[src/rtl/axi_lite_pkg.sv]
// axi_lite_pkg: shared response codes, FSM state types and address decode for the register slave
package axi_lite_pkg;
  localparam logic RESP_OKAY   = 1'b0;
  localparam logic RESP_SLVERR = 1'b1;
  typedef enum logic {WR_IDLE, WR_RESP} wr_state_t;
  typedef enum logic {RD_IDLE, RD_DATA} rd_state_t;
  typedef struct packed {
    logic        err;
    logic [29:0] idx;
  } dec_t;
  function automatic dec_t addr_decode(input logic [31:0] addr, input int unsigned num_regs);
    logic [31:0] w;
    w = addr >> 2;
    return '{err: (addr[1:0] != 2'b0) || (w >= num_regs), idx: w[29:0]};
  endfunction
endpackage

[src/rtl/axi_lite_reg_array.sv]
// axi_lite_reg_array: byte-enabled register storage with one write port and a registered read port
module axi_lite_reg_array #(
  parameter int DW = 32,
  parameter int NUM_REGS = 8,
  parameter int IW = 3
)(
  input  logic            clk,
  input  logic            rst_n,
  input  logic            we,
  input  logic [IW-1:0]   widx,
  input  logic [DW-1:0]   wdata,
  input  logic [DW/8-1:0] wstrb,
  input  logic            re,
  input  logic            rzero,
  input  logic [IW-1:0]   ridx,
  output logic [DW-1:0]   rdata
);
  logic [DW-1:0] mem_q [NUM_REGS];
  logic [DW-1:0] mem_d [NUM_REGS];
  logic [DW-1:0] rdata_q, rdata_d;
  // reads sample mem_q, so a same-edge write is not visible to the read
  always_comb begin
    mem_d = mem_q;
    for (int r = 0; r < NUM_REGS; r++)
      for (int b = 0; b < DW/8; b++)
        if (we && widx == IW'(r) && wstrb[b]) mem_d[r][8*b +: 8] = wdata[8*b +: 8];
    rdata_d = re ? (rzero ? '0 : mem_q[ridx]) : rdata_q;
  end
  always_ff @(posedge clk) begin
    if (!rst_n) begin
      mem_q   <= '{default: '0};
      rdata_q <= '0;
    end else begin
      mem_q   <= mem_d;
      rdata_q <= rdata_d;
    end
  end
  assign rdata = rdata_q;
endmodule

[src/rtl/axi_lite_reg_slave.sv]
// axi_lite_reg_slave: AXI4-Lite register bank with independent write (AW/W/B) and read (AR/R) engines
module axi_lite_reg_slave import axi_lite_pkg::*; #(
  parameter int DATA_WIDTH = 32,
  parameter int ADDR_WIDTH = 8,
  parameter int NUM_REGS = 8
)(
  input  logic                    s0_axi_aclk,
  input  logic                    s0_axi_aresetn,
  input  logic [ADDR_WIDTH-1:0]   s0_axi_awaddr,
  input  logic                    s0_axi_awvalid,
  output logic                    s0_axi_awready,
  input  logic [DATA_WIDTH-1:0]   s0_axi_wdata,
  input  logic [DATA_WIDTH/8-1:0] s0_axi_wstrb,
  input  logic                    s0_axi_wvalid,
  output logic                    s0_axi_wready,
  output logic                    s0_axi_bresp,
  output logic                    s0_axi_bvalid,
  input  logic                    s0_axi_bready,
  input  logic [ADDR_WIDTH-1:0]   s0_axi_araddr,
  input  logic                    s0_axi_arvalid,
  output logic                    s0_axi_arready,
  output logic [DATA_WIDTH-1:0]   s0_axi_rdata,
  output logic                    s0_axi_rresp,
  output logic                    s0_axi_rvalid,
  input  logic                    s0_axi_rready
);
  localparam int SW = DATA_WIDTH / 8;
  localparam int IW = NUM_REGS > 1 ? $clog2(NUM_REGS) : 1;
  wr_state_t wr_q, wr_d;
  rd_state_t rd_q, rd_d;
  logic aw_held_q, aw_held_d, w_held_q, w_held_d;
  logic [ADDR_WIDTH-1:0] awaddr_q, awaddr_d;
  logic [DATA_WIDTH-1:0] wdata_q, wdata_d;
  logic [SW-1:0] wstrb_q, wstrb_d;
  logic awready_q, awready_d, wready_q, wready_d, arready_q, arready_d;
  logic bresp_q, bresp_d, rresp_q, rresp_d;
  logic aw_hs, w_hs, ar_hs, commit;
  dec_t wdec, rdec;
  logic unused_idx;
  // the *_d holding values double as the commit operands when a handshake completes the pair
  always_comb begin
    aw_hs     = s0_axi_awvalid && awready_q;
    w_hs      = s0_axi_wvalid && wready_q;
    ar_hs     = s0_axi_arvalid && arready_q;
    awaddr_d  = aw_hs ? s0_axi_awaddr : awaddr_q;
    wdata_d   = w_hs ? s0_axi_wdata : wdata_q;
    wstrb_d   = w_hs ? s0_axi_wstrb : wstrb_q;
    commit    = wr_q == WR_IDLE && (aw_held_q || aw_hs) && (w_held_q || w_hs);
    wdec      = addr_decode(32'(awaddr_d), NUM_REGS);
    rdec      = addr_decode(32'(s0_axi_araddr), NUM_REGS);
    aw_held_d = (aw_held_q || aw_hs) && !commit;
    w_held_d  = (w_held_q || w_hs) && !commit;
    wr_d      = commit ? WR_RESP : (wr_q == WR_RESP && s0_axi_bready) ? WR_IDLE : wr_q;
    bresp_d   = commit ? (wdec.err ? RESP_SLVERR : RESP_OKAY) : bresp_q;
    awready_d = !aw_held_d && wr_d == WR_IDLE;
    wready_d  = !w_held_d && wr_d == WR_IDLE;
    rd_d      = ar_hs ? RD_DATA : (rd_q == RD_DATA && s0_axi_rready) ? RD_IDLE : rd_q;
    rresp_d   = ar_hs ? (rdec.err ? RESP_SLVERR : RESP_OKAY) : rresp_q;
    arready_d = rd_d == RD_IDLE;
  end
  always_ff @(posedge s0_axi_aclk) begin
    if (!s0_axi_aresetn) begin
      wr_q      <= WR_IDLE;
      rd_q      <= RD_IDLE;
      aw_held_q <= 1'b0;
      w_held_q  <= 1'b0;
      awaddr_q  <= '0;
      wdata_q   <= '0;
      wstrb_q   <= '0;
      awready_q <= 1'b0;
      wready_q  <= 1'b0;
      arready_q <= 1'b0;
      bresp_q   <= RESP_OKAY;
      rresp_q   <= RESP_OKAY;
    end else begin
      wr_q      <= wr_d;
      rd_q      <= rd_d;
      aw_held_q <= aw_held_d;
      w_held_q  <= w_held_d;
      awaddr_q  <= awaddr_d;
      wdata_q   <= wdata_d;
      wstrb_q   <= wstrb_d;
      awready_q <= awready_d;
      wready_q  <= wready_d;
      arready_q <= arready_d;
      bresp_q   <= bresp_d;
      rresp_q   <= rresp_d;
    end
  end
  axi_lite_reg_array #(.DW(DATA_WIDTH), .NUM_REGS(NUM_REGS), .IW(IW)) u_regs (
    .clk   (s0_axi_aclk),
    .rst_n (s0_axi_aresetn),
    .we    (commit && !wdec.err),
    .widx  (wdec.idx[IW-1:0]),
    .wdata (wdata_d),
    .wstrb (wstrb_d),
    .re    (ar_hs),
    .rzero (rdec.err),
    .ridx  (rdec.idx[IW-1:0]),
    .rdata (s0_axi_rdata)
  );
  assign unused_idx     = ^{wdec.idx, rdec.idx};
  assign s0_axi_awready = awready_q;
  assign s0_axi_wready  = wready_q;
  assign s0_axi_arready = arready_q;
  assign s0_axi_bvalid  = wr_q == WR_RESP;
  assign s0_axi_bresp   = bresp_q;
  assign s0_axi_rvalid  = rd_q == RD_DATA;
  assign s0_axi_rresp   = rresp_q;
endmodule
[config.mk]
export PLATFORM = sky130hd
export DESIGN_NAME = axi_lite_reg_slave
export DESIGN_NICKNAME = d
export VERILOG_FILES = /design/src/rtl/axi_lite_pkg.sv /design/src/rtl/axi_lite_reg_array.sv /design/src/rtl/axi_lite_reg_slave.sv
export SDC_FILE = /design/constraint.sdc
export NUM_CORES = 1
export LEC_CHECK = 0
export CAP_MARGIN = 10
export CORE_MARGIN = 1.5
export CORE_UTILIZATION = 60
export CTS_BUF_LIST = sky130_fd_sc_hd__clkbuf_2 sky130_fd_sc_hd__clkbuf_4 sky130_fd_sc_hd__clkbuf_8
export CTS_CLUSTER_DIAMETER = 120
export DETAILED_ROUTE_END_ITERATION = 6
export PLACE_DENSITY = 0.87
export SLEW_MARGIN = 40
export SYNTH_ARGS = -nofsm -noshare
export SYNTH_HDL_FRONTEND = slang
export SYNTH_HIERARCHICAL = 1
export SYNTH_SLANG_ARGS = --single-unit
[constraint.sdc]
create_clock -name s0_axi_aclk -period 3.57 [get_ports s0_axi_aclk]
set_clock_uncertainty 0.05 [all_clocks]
set_input_delay 0.5355 -clock s0_axi_aclk [delete_from_list [all_inputs] [get_ports s0_axi_aclk]]
set_output_delay 0.5355 -clock s0_axi_aclk [all_outputs]
set_load 0.01 [all_outputs]
==> qor.yml <==
synth_top_area_share_pct: 44.1
power_frac_seq_pct: 48.2
slew_viol_final: 0
regToRegSetupSlack_ns: 0.82
pwr-share-comb_pct: 8.6
io_pins: 98
setup_viol: 0
drtIter0Drc: 1500
finalNetCount: 1824
cts_max_level: 2
clock.fmax_mhz: 354
synth_nets: 1798
final_layout_size_suffix_gt1_share_pct: 11.8
cts_setup_buffers: 0
cts_buffers: 53
synthCells: 1739
grt_usage_pct: 30.1
critPathTopFamily: "simple AND/OR/NAND/NOR gates"
grt.met1_usage_pct: 40.0
ys_ff_latch: 341
diodes: 0
status: "complete, no violations"
cp_common_cell: "nand2_1"
period_share_pct: 79.1
antenna_found_initial: 0
path_clk_slew_ns: 0.06
synth-async-reset-ratio_pct: 0
switchingPower_mw: 1.90
cts_root_buf: "clkbuf_8"
hold_viol: 0
grtUsageMet2_pct: 50.3
fillers: 1870
setup_tns_ns: 0
fin_ws_ns: 0.745
synth_top_flop_cell: "dfxtp_1"
cts_tree: "built"
critPathMaxFanout: 36
antenna_left: 0
first_global_vias: 12800
ctsHoldBuffers: 0
yosys_warnings: 6
grt.busiest_layer: "met2"
synth_edf_count: 0
place_hpwl_um: 25500
stdcell_area_mm2: 0.0175
rsz0062_at_grt: "false"
dp_slack_ns: 0.308
cts_resized: 0
place_area_mm2: 0.0164
wl_per_cell_um: 18.9
via_per_inst: 6.11
netlist_area_mm2: 0.0155
utilization_pct: 69.5
slew_headroom_pct: 50.5
tightest_slew_ns: 0.743
fp.dieH_um: 164
synth_area_per_cell_um2: 8.91
crit_arrival_ns: 3.22
slowest_stage: "clkdlybuf4s50_1"
grt_pass1_wl_um: 64900
post-synth-top-count-cell: "nand2_1"
power_density_mw_per_mm2: 456
ir_drop_uv: 346
gp_congestion: 0.829
start_util_pct: 61.4
fp.dieW_um: 164
use_met3_pct: 4.37
drc_errors: 0
grt_max_degree: 126
clock-sinks: 341
required_ns: 3.96
crit_chain: "clkdlybuf4s50_1 > nand2_1 > nor4_1 > o21a_1 > nor4bb_4 > buf_12 > nand2_1 > nand2_1 > a21boi_0"
synth_area_leaders: "dfxtp_1, a21boi_0, nand2_1"
synth_seq_area_share_pct: 44.1
netlist_top_cells_count: "nand2_1, dfxtp_1, nand3_1"
firstDrtPassIters: 6
drv_cap: 0
holdCritPathClass: "register to register"
crit_path_start_kind: "input pin"
yosys.area.top_type: "dfxtp_1"
area_delta_synth_final_pct: 13.3
clk_latency_ns: 0.58
cp-end-kind: "register"
power.internal_mw: 6.11
p_sw_share_pct: 23.7
gr-total-overflow: 0
vias: 13000
p_leak_nw: 5.95
crit_buf_inv: 2
drt_wl_total_um: 40200
pwr-share-clk_pct: 43.3
fp.coreArea_mm2: 0.0253
cpPeakStageDelay_ns: 0.50
clockBufferDepth: 3
die_area_mm2: 0.0268
critical_path_class: "input pin to register"
yosysUniqueCellTypes: 36
fin_crit_ns: 2.83
io_buffers: 97
row_count: 58
==> cell type report <==
cell class | count | area [um^2] | area share [%]
clock buffer | 84 | 1050 | 5.98
clock inverter | 5 | 77.6 | 0.442
multi-input combinational | 1227 | 7790 | 44.4
sequential | 341 | 6830 | 38.9
tap | 330 | 413 | 2.35
timing repair buffer | 142 | 1400 | 7.95
==> kinds of logic (layout without fill, tap and decap cells) <==
logic type | count (synthesis) | after routing | share of synthesized area, %
DFF | 341 | 341 | 44.1
muxes | 132 | 132 | 11.8
buffers and inverters | 171 | 231 | 5.82
and+or+nand+nor | 730 | 730 | 21.6
AOI/OAI and AO/OA | 365 | 365 | 16.6
==> stage by stage <==
stage / std cells / hold WS [ns] / power (mW)
detailed placement: 2040 / 0.374 / 4.60
global route: 2129 / 0.422 / 8.24
CTS: 2129 / 0.391 / 8.00
finish: 2129 / 0.394 / 8.01
floorplan: 1739 / 0.350 / 4.42
global placement: 2040 / 0.376 / 4.59
==> sequential cells by signal (all words and copies together) (netlist names), 4 cells and up <==
register,count
wstrb_q,4
u_regs/rdata,32
awaddr_q,8
u_regs/mem_q,256
wdata_q,32
==> metal layers <==
| metal | wire length (um) | vias to the layer above | share of wire [%] |
|---|---|---|---|
| met5 | 0 | - | 0 |
| met1 | 16600 | 6247 | 41 |
| li1 | - | 6057 | - |
| met2 | 19300 | 617 | 48 |
| met4 | 834 | 0 | 2.1 |
| met3 | 3420 | 94 | 8.5 |
==> cell usage in the layout (no fill, tap or decap), types with 3 or more instances in the layout <==
master           synthesis  routed
a21boi_1                 7       7
nand3_1                257     257
and4b_1                  3       3
a21boi_0               254     254
mux2_2                  18      18
buf_4                   25      39
mux2_4                  18      18
clkbuf_4                 1      17
buf_12                   0       7
and2_1                  41      41
nand2_1                373     373
dfxtp_1                341     341
nand2b_1                33      33
a21oi_1                 34      34
clkbuf_8                 0      67
o21a_1                   3       3
mux2i_1                 64      64
clkdlybuf4s50_1          0      95
mux4_2                  32      32
nor3_1                   4       4
o21ai_0                 33      33
a22oi_1                 32      32
==> power by group through the flow <==
stage               logic, mW  clock network [mW]  registers (mW)
floorplan               0.479                   0            3.94
global placement        0.657                   0            3.94
detailed placement      0.665                   0            3.94
CTS                     0.670                3.48            3.86
global route            0.721                3.67            3.86
finish                  0.685                3.46            3.86
==> final timing paths <==
path         cells past startpoint            from           endpoint
max                              9  s0_axi_awvalid  u_regs/mem_q[121]
max reg2reg                      8  s0_axi_awready  u_regs/mem_q[121]
min                              1       aw_held_q     s0_axi_awready
min reg2reg                      1       aw_held_q     s0_axi_awready
Power figures use the tool's default switching activity.
==> variant 1, RTL diff (config.mk and constraints unchanged) <==
Make the reset (`rst_n` and `s0_axi_aresetn`) asynchronous in 2 clocked blocks.
--- a/src/rtl/axi_lite_reg_array.sv
+++ b/src/rtl/axi_lite_reg_array.sv
@@ -26,7 +26,7 @@
         if (we && widx == IW'(r) && wstrb[b]) mem_d[r][8*b +: 8] = wdata[8*b +: 8];
     rdata_d = re ? (rzero ? '0 : mem_q[ridx]) : rdata_q;
   end
-  always_ff @(posedge clk) begin
+  always_ff @(posedge clk or negedge rst_n) begin
     if (!rst_n) begin
       mem_q   <= '{default: '0};
       rdata_q <= '0;
--- a/src/rtl/axi_lite_reg_slave.sv
+++ b/src/rtl/axi_lite_reg_slave.sv
@@ -58,7 +58,7 @@
     rresp_d   = ar_hs ? (rdec.err ? RESP_SLVERR : RESP_OKAY) : rresp_q;
     arready_d = rd_d == RD_IDLE;
   end
-  always_ff @(posedge s0_axi_aclk) begin
+  always_ff @(posedge s0_axi_aclk or negedge s0_axi_aresetn) begin
     if (!s0_axi_aresetn) begin
       wr_q      <= WR_IDLE;
       rd_q      <= RD_IDLE;
Check against the original RTL: differs if s0_axi_aresetn is asserted again (counterexample within 4 cycles, from zero or initial values and one cycle with s0_axi_aresetn low); with s0_axi_aresetn held inactive, the same outputs for 4 cycles.
==> variant 1 against the unedited design <==
- cell area fell by 0.75%
- count of clock-buffer cells in the layout rose by 9
- synthesized cell count fell by 43%
- synthesized area fell by 3.4%
- worst setup slack improved by 0.12 ns
- utilization rose by 1.9 points
- worst hold slack got worse by 0.0077 ns
- sequential cell count did not move
- routed wire length fell by 19%
- critical endpoint is now u_regs/mem_q[118]$_DFFE_PN0P_
Power is not compared: it rests on default switching activity, and its combinational part moved more than twofold at a synthesized area within 25%.
==> variant 1: results (changes against the unedited design) <==
Synth Net Count=1,053 (-41%); Tot GR Track Use=0.2616 (-0.03919); Syn Inst Count=994 (-43%); CP peak stage delay=0.48 ns (-0.02 ns); final cell count without fillers=1,484 (-30%); fill count=1,567 (-16%); DP Cell Count=1,388 (-32%); Routability Congestion=0.7714 (-6.9%); Async SR Flop Fraction=1.000 (+1.000); Synth area leaders=dfrtp_1 57%, mux2_2 25%, mux4_2 4.8%; Critical-path top delay cell=nor4bb_1; status=complete, no violations; Worst Hold Class=in -> async; H-tree levels=2 (unchanged); critical path endpoint=u_regs/mem_q[118]$_DFFE_PN0P_; worst setup margin=0.8607 ns (+0.1159 ns); CP arrival=3.10 ns (-0.12 ns); worst-path maximum fanout=12 (-67%); Detailed Routing Iterations Pass 1=5 (-1); Reg2Reg Depth=6 (-2); vias in the first global route=9,703 (-24%); Placed Area=0.01625 mm2 (-1.1%); share of layout cells above drive strength 1=0.4586 (+0.3402); largest net degree at the start of global routing=114 (-9.5%); post-place setup slack=0.3630 ns (+0.05461 ns); CTS buffer count=54 (+1.9%); vias post-DR=8,919 (-31%); DP HPWL=20,830 um (-18%); postcts setup bufs=0 (unchanged); yosys warns=6 (unchanged); critical path class=in -> reg; Lkg Pwr=8.406 nW; sequential area share after synthesis=0.5703 (+0.1297); worst r2r src=s0_axi_awready$_DFF_PN0_; Distinct cells, synth=38 (+5.6%); DRT iter0 DRCs=562 (-63%); Slew @ Worst Pin=0.7263 ns (-0.01653 ns); global-route wire length before repair=52,830 um (-19%); R2R Setup Slk=0.91 ns (+0.09 ns); CP startpoint=s0_axi_awvalid; synth cell count leaders=341 x dfrtp_1, 327 x mux2_2, 34 x nor2_1; Nets=1,181 (-35%); DR WL/cell=22.06 um (+17%); R2R Path End=u_regs/mem_q[118]$_DFFE_PN0P_
-- variant 1: cells by family after synthesis --
family                 count (synthesis)  synth area share
AOI/OAI and AO/OA                     73           0.03705
buffers and inverters                 82           0.02785
DFF                                  341            0.5703
muxes                                391            0.3259
and+or+nand+nor                      107           0.03889
-- variant 1: metal layers --
layer  vias to the layer above  track usage  routed length [um]
li1                       3907            -                   -
met1                      4654       0.3523               13890
met2                       295       0.4254               15910
met3                        63      0.05398                2081
met4                         0      0.09343                 858
met5                         -            0                   0
-- variant 1: repair_timing --
action                    in CTS  in global routing
hold buffers                   0                  1
hold endpoints to repair       0                 38
gates resized for setup        0                  0
-- variant 1: worst max-delay path, delay by kind of cell --
family	cells	cell delay [ns]
and+or+nand+nor	3	1.02
muxes	2	0.83
buffers and inverters	2	0.70
-- variant 1: how the worst min path moves through the flow --
stage / startpoint / endpoint / slack, ns / cells past startpoint
global route: s0_axi_aresetn / w_held_q$_DFF_PN0_ / 0.39 / 2
global placement: u_regs/mem_q[223]$_DFFE_PN0P_ / u_regs/mem_q[223]$_DFFE_PN0P_ / 0.41 / 1
finish: s0_axi_aresetn / s0_axi_wready$_DFF_PN0_ / 0.39 / 2
floorplan: s0_axi_aresetn / aw_held_q$_DFF_PN0_ / 0.19 / 0
detailed placement: u_regs/mem_q[223]$_DFFE_PN0P_ / u_regs/mem_q[223]$_DFFE_PN0P_ / 0.44 / 1
CTS: s0_axi_aresetn / wdata_q[4]$_DFF_PN0_ / 0.01 / 1
-- variant 1: cell type report --
class                      count  area [um2]  share of cell area
clock inverter                 1       7.507           0.0004310
tap                          324       405.4             0.02327
timing repair buffer         122        1216             0.06982
inverter                      32       120.1            0.006896
multi-input combinational    571        6012              0.3452
clock buffer                  93        1124             0.06451
sequential                   341        8533              0.4899
==> variant 2, RTL diff (same flow settings) <==
Without the edit above. `NUM_REGS` is set to 8 in 2 places; all go to 16.
--- a/src/rtl/axi_lite_reg_array.sv
+++ b/src/rtl/axi_lite_reg_array.sv
@@ -1,7 +1,7 @@
 // axi_lite_reg_array: byte-enabled register storage with one write port and a registered read port
 module axi_lite_reg_array #(
   parameter int DW = 32,
-  parameter int NUM_REGS = 8,
+  parameter int NUM_REGS = 16,
   parameter int IW = 3
 )(
   input  logic            clk,
--- a/src/rtl/axi_lite_reg_slave.sv
+++ b/src/rtl/axi_lite_reg_slave.sv
@@ -2,7 +2,7 @@
 module axi_lite_reg_slave import axi_lite_pkg::*; #(
   parameter int DATA_WIDTH = 32,
   parameter int ADDR_WIDTH = 8,
-  parameter int NUM_REGS = 8
+  parameter int NUM_REGS = 16
 )(
   input  logic                    s0_axi_aclk,
   input  logic                    s0_axi_aresetn,
Behaviour: not the same (a bounded check fails within 4 cycles, from zero or initial values and one cycle with s0_axi_aresetn low).
==> variant 2 against the unedited design <==
- routed wire length rose by 58%
- worst setup slack gained 0.13 ns
- combinational power grew 22%
- sequential cell count grew 256
- synthesized area grew 74%
- total power is 70% higher
- cell area rose by 73%
- first-iteration DRC count is 20% lower
==> variant 2: results (changes against the unedited design) <==
status=complete, no violations; Synth area leaders=dfxtp_1 44%, mux2i_1 19%, nor2b_1 12%; post-place setup slack=0.2683 ns (-0.04009 ns); Lkg Pwr=14.25 nW (+140%); DRT iter0 DRCs=1,206 (-20%); Final Hold Fails=0 (unchanged); sequential area share after synthesis=0.4425 (+0.001884); fill count=3,173 (+70%); largest net degree at the start of global routing=175 (+39%); Buffers on Ports=97 (unchanged); Most used DFF post-synth=dfxtp_1; clk buf depth=3 (unchanged); global-route wire length before repair=100,100 um (+54%); Worst Hold Class=in -> reg; Detailed Routing Iterations Pass 1=5 (-1); Post-CTS Resized=0 (unchanged); Routability Congestion=0.8047 (-2.9%); DP HPWL=38,760 um (+52%); yosys warns=6 (unchanged); worst-path maximum fanout=9 (-75%); Nets=2,399 (+32%); vias in the first global route=18,070 (+41%); CP arrival=3.20 ns (-0.02 ns); DR WL/cell=21.17 um (+12%); Worst VDD drop=358.4 uV (+3.6%); residual DRC count=0 (unchanged); initial antenna violation count=1 (+1); Slew @ Worst Pin=0.7391 ns (-0.003721 ns); Top delay family on crit path=simple AND/OR/NAND/NOR gates; Critical-path top delay cell=nand3_2; Placed Area=0.02829 mm2 (+72%); Distinct cells, synth=47 (+31%); Synth Net Count=2,336 (+30%); max FFs per register=512 (+100%); postcts setup bufs=0 (unchanged); share of layout cells above drive strength 1=0.1911 (+0.07273); Clk Latency, worst-skew pair=0.67 ns (+0.09 ns); CP peak stage delay=0.54 ns (+0.04 ns); Top reg by flops=u_regs/mem_q; Async SR Flop Fraction=0 (unchanged); Tot GR Track Use=0.2737 (-0.02707); H-tree levels=3 (+1); vias post-DR=17,470 (+34%); CTS buffer count=96 (+81%); clk root buf=clkbuf_8; clk slew on worst S/H paths=0.06 ns (about the same); synth cell count leaders=597 x dfxtp_1, 517 x mux2i_1, 517 x nor2b_1
==> variant 2: cell types whose count changed after synthesis, sizes merged, moves of 31 or more <==
cell	unedited run	this run
nor2b	4	517
mux2i	64	517
nand2	373	57
dfxtp	341	597
a21boi	261	6
nand3	257	64
mux4	32	124
mux2	36	68
nand2b	33	1
o21ai	33	2
==> variant 2: layer usage <==
metal,vias to the layer above,track usage,routed length (um)
li1,8156,-,-
met1,8711,0.3563,28010
met2,461,0.4554,30740
met3,144,0.04473,2806
met4,0,0.1091,2067
met5,-,0,0
==> variant 2: path summary, 6_finish.rpt <==
kind,from,endpoint,slack [ns],cells after the start
hold reg to reg,s0_axi_bresp$_SDFFE_PN0P_,s0_axi_bresp$_SDFFE_PN0P_,0.41,2
setup / recovery,s0_axi_wready$_SDFF_PN0_,u_regs/mem_q[28]$_SDFFE_PN0P_,0.88,8
setup reg to reg,s0_axi_wready$_SDFF_PN0_,u_regs/mem_q[28]$_SDFFE_PN0P_,0.88,8
hold / removal,s0_axi_aresetn,awaddr_q[4]$_SDFF_PN0_,0.26,2
==> variant 2: cell families after synthesis <==
group                  share of synthesized area
and+or+nand+nor                           0.1690
muxes                                     0.3314
DFF                                       0.4425
buffers and inverters                    0.03210
AOI/OAI and AO/OA                        0.02502
==> variant 2: layout make-up <==
type                       instances  share of cell area
antenna                            1          0.00008258
clock buffer                     161             0.06363
clock inverter                     9            0.002643
inverter                           1           0.0001239
multi-input combinational       1507              0.4695
sequential                       597              0.3944
tap                              592             0.02444
timing repair buffer             137             0.04513
==> variant 2: metrics by stage <==
stage	cells	util
final	3005	0.6838
after detailed placement	2834	0.6383
after global placement	2834	0.6382
after CTS	3004	0.6836
after floorplan	2277	-
after global routing	3005	0.6838
==> variant 2: where the power goes <==
part           total [mW]  leakage (nW)  switching, mW  internal, mW
Clock                6.06          1.07           2.61          3.45
Sequential           6.71          4.81         0.0140          6.70
Combinational       0.839          8.37          0.488         0.351
==> variant 2: worst reg2reg max path, delay by kind of cell, from the launching register on <==
kind / cells / cell delay [ns]
multiplexers: 1 / 0.35
buffers and inverters: 1 / 0.19
AO/OA/AOI/OAI: 2 / 0.34
flip-flops: 1 / 0.41
AND/OR/NAND/NOR: 4 / 1.24
